==> src/rtl/spi_cmd_rx.sv <==
// spi_cmd_rx: SPI mode-0 slave that deserialises CMD+DATA frames into words and pulses cmd_valid.
// Define SPI_MISO_ECHO_EN to echo the previous frame on spi_miso during the current one.
module spi_cmd_rx #(
  parameter int CMD_WIDTH      = 8,
  parameter int DATAWORD_WIDTH = 16,
  parameter int SYNC_STAGES    = 2
) (
  input  logic                      clk,
  input  logic                      rst,
  input  logic                      spi_sclk,
  input  logic                      spi_cs_n,
  input  logic                      spi_mosi,
  output logic                      spi_miso,
  output logic [CMD_WIDTH-1:0]      cmd_word,
  output logic [DATAWORD_WIDTH-1:0] data_word,
  output logic                      cmd_valid,
  output logic                      busy,
  output logic                      frame_err
);
  localparam int F  = CMD_WIDTH + DATAWORD_WIDTH;
  localparam int CW = $clog2(F + 1);
  typedef enum logic [1:0] {IDLE, SHIFT, DONE} state_t;
  state_t state, state_nx;
  logic [SYNC_STAGES-1:0] sclk_q, cs_q, mosi_q;
  logic sclk_s, cs_s, mosi_s, sclk_h, cs_h, rise_q, bit_q;
  logic sclk_rise, cs_rise, full, short_end;
  logic [CW-1:0] cnt;
  logic [F-1:0] sr;
  assign sclk_s    = sclk_q[SYNC_STAGES-1];
  assign cs_s      = cs_q[SYNC_STAGES-1];
  assign mosi_s    = mosi_q[SYNC_STAGES-1];
  assign sclk_rise = sclk_s & ~sclk_h & ~cs_s;
  assign cs_rise   = cs_s & ~cs_h;
  assign full      = state == SHIFT && cnt == CW'(F);
  assign short_end = state == SHIFT && !full && cs_rise && cnt != '0;
  assign busy      = ~cs_s;
  always_comb begin
    state_nx = state == IDLE  ? (cs_s ? IDLE : SHIFT)
             : state == SHIFT ? (full ? DONE : cs_rise ? IDLE : SHIFT)
             : (cs_s ? IDLE : DONE);
  end
  always_ff @(posedge clk or posedge rst) begin
    if (rst) state <= IDLE;
    else     state <= state_nx;
  end
  // Rise detect is registered once more, so the shift lands SYNC_STAGES+1 edges after the pin edge.
  always_ff @(posedge clk or posedge rst) begin
    if (rst) begin
      sclk_q    <= '0;
      cs_q      <= '1;
      mosi_q    <= '0;
      sclk_h    <= 1'b0;
      cs_h      <= 1'b1;
      rise_q    <= 1'b0;
      bit_q     <= 1'b0;
      cnt       <= '0;
      sr        <= '0;
      cmd_word  <= '0;
      data_word <= '0;
      cmd_valid <= 1'b0;
      frame_err <= 1'b0;
    end else begin
      sclk_q    <= {sclk_q[SYNC_STAGES-2:0], spi_sclk};
      cs_q      <= {cs_q[SYNC_STAGES-2:0], spi_cs_n};
      mosi_q    <= {mosi_q[SYNC_STAGES-2:0], spi_mosi};
      sclk_h    <= sclk_s;
      cs_h      <= cs_s;
      rise_q    <= sclk_rise;
      bit_q     <= mosi_s;
      cmd_valid <= full;
      frame_err <= short_end;
      if (state == IDLE) begin
        cnt <= '0;
        sr  <= '0;
      end else if (state == SHIFT && rise_q && !full) begin
        cnt <= cnt + CW'(1);
        sr  <= {sr[F-2:0], bit_q};
      end
      if (full) {cmd_word, data_word} <= sr;
    end
  end
`ifdef SPI_MISO_ECHO_EN
  logic [F-1:0] tx;
  logic sclk_fall;
  assign sclk_fall = ~sclk_s & sclk_h;
  assign spi_miso  = state == SHIFT && tx[F-1];
  always_ff @(posedge clk or posedge rst) begin
    if (rst) tx <= '0;
    else if (state == IDLE && !cs_s) tx <= {cmd_word, data_word};
    else if (state == SHIFT && sclk_fall) tx <= {tx[F-2:0], 1'b0};
  end
`else
  assign spi_miso = 1'b0;
`endif
endmodule

==> config.mk <==
export PLATFORM = sky130hd
export DESIGN_NAME = spi_cmd_rx
export DESIGN_NICKNAME = d
export VERILOG_FILES = /design/src/rtl/spi_cmd_rx.sv
export SDC_FILE = /design/constraint.sdc
export NUM_CORES = 1
export LEC_CHECK = 0
export ABC_AREA = 1
export BUFFER_PORTS_ARGS = -buffer_cell sky130_fd_sc_hd__buf_4
export CORE_MARGIN = 2
export CORE_UTILIZATION = 60
export DETAILED_ROUTE_END_ITERATION = 10
export GPL_TIMING_DRIVEN = 0
export PLACE_DENSITY = 0.81
export SETUP_SLACK_MARGIN = 0.2
export SLEW_MARGIN = 10
export SYNTH_ARGS = -nofsm -noshare
export SYNTH_HDL_FRONTEND = slang
export SYNTH_SLANG_ARGS = --single-unit
==> constraint.sdc <==
create_clock -name clk -period 3.81 [get_ports clk]
set_input_delay 0.762 -clock clk [delete_from_list [all_inputs] [get_ports clk]]
set_output_delay 0.762 -clock clk [all_outputs]
set_load 0.01 [all_outputs]
* After elaboration in Yosys (flattened, before gate mapping)
Index checks and enable logic that the tools add are counted.
Cells by class: $add $sub $neg 1, multipliers 0, div/mod/pow operators 0, magnitude comparators 0, equal/unequal tests 2, shift operators 0, muxes and demuxes 10, bitwise operators 6, reduce and logical (&&, ||, !) cells 10
Operators by type and width (count):
- $mux W24 | 2
- $mux W5 | 2
- $mux W2 | 4
- $logic_and A1 B1 Y1 | 6
- $add A5 B1 Y5 const B | 1
- $eq A5 B5 Y1 const B | 1
- $reduce_bool A5 Y1 | 1
- $and A1 B1 Y1 | 3
- $not A1 Y1 | 3
- $eq A2 B1 Y1 const B | 1
- $logic_not A2 Y1 | 1
- $mux W1 | 2
- $reduce_bool A2 Y1 | 1
- $logic_not A1 Y1 | 1
Word-level totals: register bits after elaboration 67, bits in latches 0, bits in writable memories 0, ROM bits 0, bits of input ports 5, output and inout bits 28, word-level logic and storage cells 43, memories 0

* Logic depth before layout (Yosys ltp)
depth after elaboration 6, mapped depth 10, depth with buffers taken out 9

* Worst setup path after synthesis
No wires, ideal clock.
path kind register to output, start reg cs_q[1], end out busy, arrival time 0.598 ns, slack 2.450 ns, stages on the path, launching flop included 2, path buffers 0, cells stage by stage dfstp_2 > inv_1
On the way: cells in the longest elaborated chain, start to end 1
RTL lines:
- start: declaration | line 24 | logic [SYNC_STAGES-1:0] sclk_q, cs_q, mosi_q;
- start signal: assignment | line 64 | cs_q <= {cs_q[SYNC_STAGES-2:0], spi_cs_n};
- $not A1 Y1 | line 36 | assign busy = ~cs_s;
- end: declaration | line 17 | output logic busy,
Every way passes these cells.

* Worst setup path after layout
Ends and elaborated chain as after synthesis.

==> metrics.txt <==
worst-margin pin slew ~0.78 ns; DRC 0; worst-case reg-to-reg path depth 9; sequential area share after synthesis roughly three fifths; largest net degree at the start of global routing just under 70; Comb pwr share ~7.5%; vias per inst 4.90; final wirelength 4920 um; Layout Cells excl Fill ~430; Pre-antenna DRT Iters 5; Synth Area in Adders less than 1%; Hold Crit Class reg2reg; Setup crit end kind primary output; Fin. Hold Viols 0; die area 5250 sq um; Simple-Gate Fraction of Synth Area between 20% and 30%; Die X between 70 and 80 um; relative slew slack between 40% and 50%; Synth Area in Compound Gates 0.356%; Leakage between 2 and 2.5 nW; clk buf depth 2; total chip power between 1 and 1.5 mW; Std-Cell Rows 24; count leader, synth nand2_1; fin crit share 48.8%; Routed Antenna Nets 0; HPWL after detailed placement between 3000 and 4000 um; top_reg_cell synth dfrtp_1; met2 usage between 30 and 40%; FF+latch count, synth 67; via count around 2100; DP Area about 3100 sq um; final setup TNS 0 ns; Ys Warns 0; GR Util met1 28.6%; Total Nets Final 375; switching share of power ~25%; Iteration-0 DRC Markers roughly 170; Tmin final about 1.9 ns; Critical Path AT between 1 and 1.5 ns; Die Ht approximately 72 um; initial antenna violation count 0; post-synthesis cell count ~330; crit path launch type register; Core Footprint 4440 sq um; Net Switching between 0.3 and 0.4 mW; Num CTS Buffers 9; syn nets between 300 and 400; RSZ-0062 raised after global routing no; starting density of the core a little over three fifths; Synth async-reset ratio 100%; Routed WL per cell roughly 12 um; GR Util All Layers between 20% and 30%; # hold bufs at CTS 0; Synth-to-Final Area Change 16.5%; internal power 1.02 mW; clock slew seen by the registers of the worst setup and hold paths about 0.06 ns; setup bufs post-CTS 0; Achievable Freq 0.537 GHz; number of flops mapped to enable cells by yosys 0; Synth area leaders dfrtp_1 (57%), nand2_1 (21%), nand3_1 (5.9%); synthesized area about 2800 sq um; Max VDD drop ~0.33 mV; area leader, netlist dfrtp_1; Max Cap Viol 0; number of diodes 0; GRT Max-Usage Layer met2; Placed Cells ~410; CTS tree built; Synth top area share 57.0%; top cells by count, synth nand2_1 (158), dfrtp_1 (64), nand3_1 (33), inv_1 (32), buf_2 (10); final number of setup-violating endpoints 0; mux cell area share after synthesis 0%; IO Pins 33; CTS Root Cell clkbuf_8; fin area 3280 sq um; Max Clock Skew about 0.01 ns; Crit Path Max Fanout 4; synthesized area per cell 8.62 sq um; remaining global-route overflow 0; fin. max-slew vios 0; post-CTS sizing 0; met3 Use GR under 10%; H-tree levels 3; Critical Path RT roughly 3 ns; Pwr Density around 410 nW/um^2; Clk pwr share between 30% and 40%; vias in the first global route a little under 2000; critical path type reg2out; port buffer count 31; final estimated routing congestion in global placement approximately 0.8; largest family of logic cells by synthesized area simple AND/OR/NAND/NOR gates; CTS sink count 67; post-synth cell types 20; Clock Latency Late Sink between 0.3 and 0.4 ns; hold path depth 0; share of cells above drive strength 1 19.3%; XOR/XNOR share of the synthesized area less than 1%; status finished, final reports clean; Reg power frac ~56%; first-pass GRT wire length around 8500 um
[power groups by stage]
stage / Sequential [mW] / Clock (mW) / Combinational, mW
floorplan: 0.764 / 0 / 0.0794
global placement: 0.767 / 0 / 0.0989
detailed placement: 0.768 / 0 / 0.103
CTS: 0.755 / 0.510 / 0.103
global route: 0.758 / 0.535 / 0.119
finish: 0.755 / 0.500 / 0.102
[registers in the layout (all words and copies together) (netlist names), 2 cells and up]
register	cells
sr	24
data_word	16
cmd_word	8
cnt	5
cs_q	2
mosi_q	2
sclk_q	2
state	2
[through the flow]
| stage | util (%) | worst slack [ns] | hold WS [ns] |
|---|---|---|---|
| final | 73.7 | 1.95 | 0.349 |
| after global routing | 73.7 | 1.91 | 0.359 |
| after CTS | 73.7 | 1.92 | 0.353 |
| after detailed placement | 70.0 | 2.27 | 0.337 |
| after global placement | 70.0 | 0.654 | 0.332 |
| after floorplan | - | 1.37 | 0.331 |
[cells in the final DEF (no fill, tap or decap), drive strengths merged]
master  synthesis  routed
nand2         158     158
dfrtp          64      64
buf            16      47
nand3          35      35
inv            35      35
clkbuf          0      13
nor2            5       5
xor2            3       3
clkinv          0       3
dfstp           3       3
ha              2       2
a21oi           1       1
o21ai           1       1
nor3b           1       1
nand4           1       1
conb            1       1
[layer usage]
metal	vias up	share of wire, %
li1	1062	-
met1	954	46
met2	57	48
met3	11	4.7
met4	0	1.8
met5	-	0
[cells by family (layout without fill, tap and decap cells)]
family                     count (synthesis)  after routing
adders and majority gates                  2              2
other                                      1              1
and+or+nand+nor                          200            200
DFF                                       67             67
buffers and inverters                     51             98
xor gates and xnor gates                   3              3
AOI/OAI and AO/OA                          2              2
[critical path, cell delays in order (launching register included)]
cell and delay, ns:
dfstp_2 0.55, inv_1 0.07, buf_4 0.14
[path summary, 6_finish.rpt]
kind / end / from / slack (ns)
min in group asynchronous: cmd_word[3]$_DFFE_PP0P_ / rst / 0.58
worst max register to register: cmd_word[2]$_DFFE_PP0P_ / cnt[0]$_DFFE_PP0P_ / 2.28
worst max-delay path: busy / cs_q[1]$_DFF_PP1_ / 1.95
max in group asynchronous: cmd_word[7]$_DFFE_PP0P_ / rst / 2.73
worst min-delay path: mosi_q[1]$_DFF_PP0_ / mosi_q[0]$_DFF_PP0_ / 0.35
worst min register to register: mosi_q[1]$_DFF_PP0_ / mosi_q[0]$_DFF_PP0_ / 0.35
[cell type report]
| type | count | area (sq um) |
|---|---|---|
| sequential | 67 | 1680 |
| buffer | 16 | 106 |
| clock inverter | 3 | 15.0 |
| clock buffer | 13 | 149 |
| fill | 346 | 1170 |
| timing repair buffer | 31 | 233 |
| multi-input combinational | 208 | 893 |
| inverter | 35 | 134 |
| tap | 52 | 65.1 |
(Power assumes the default switching activity.)
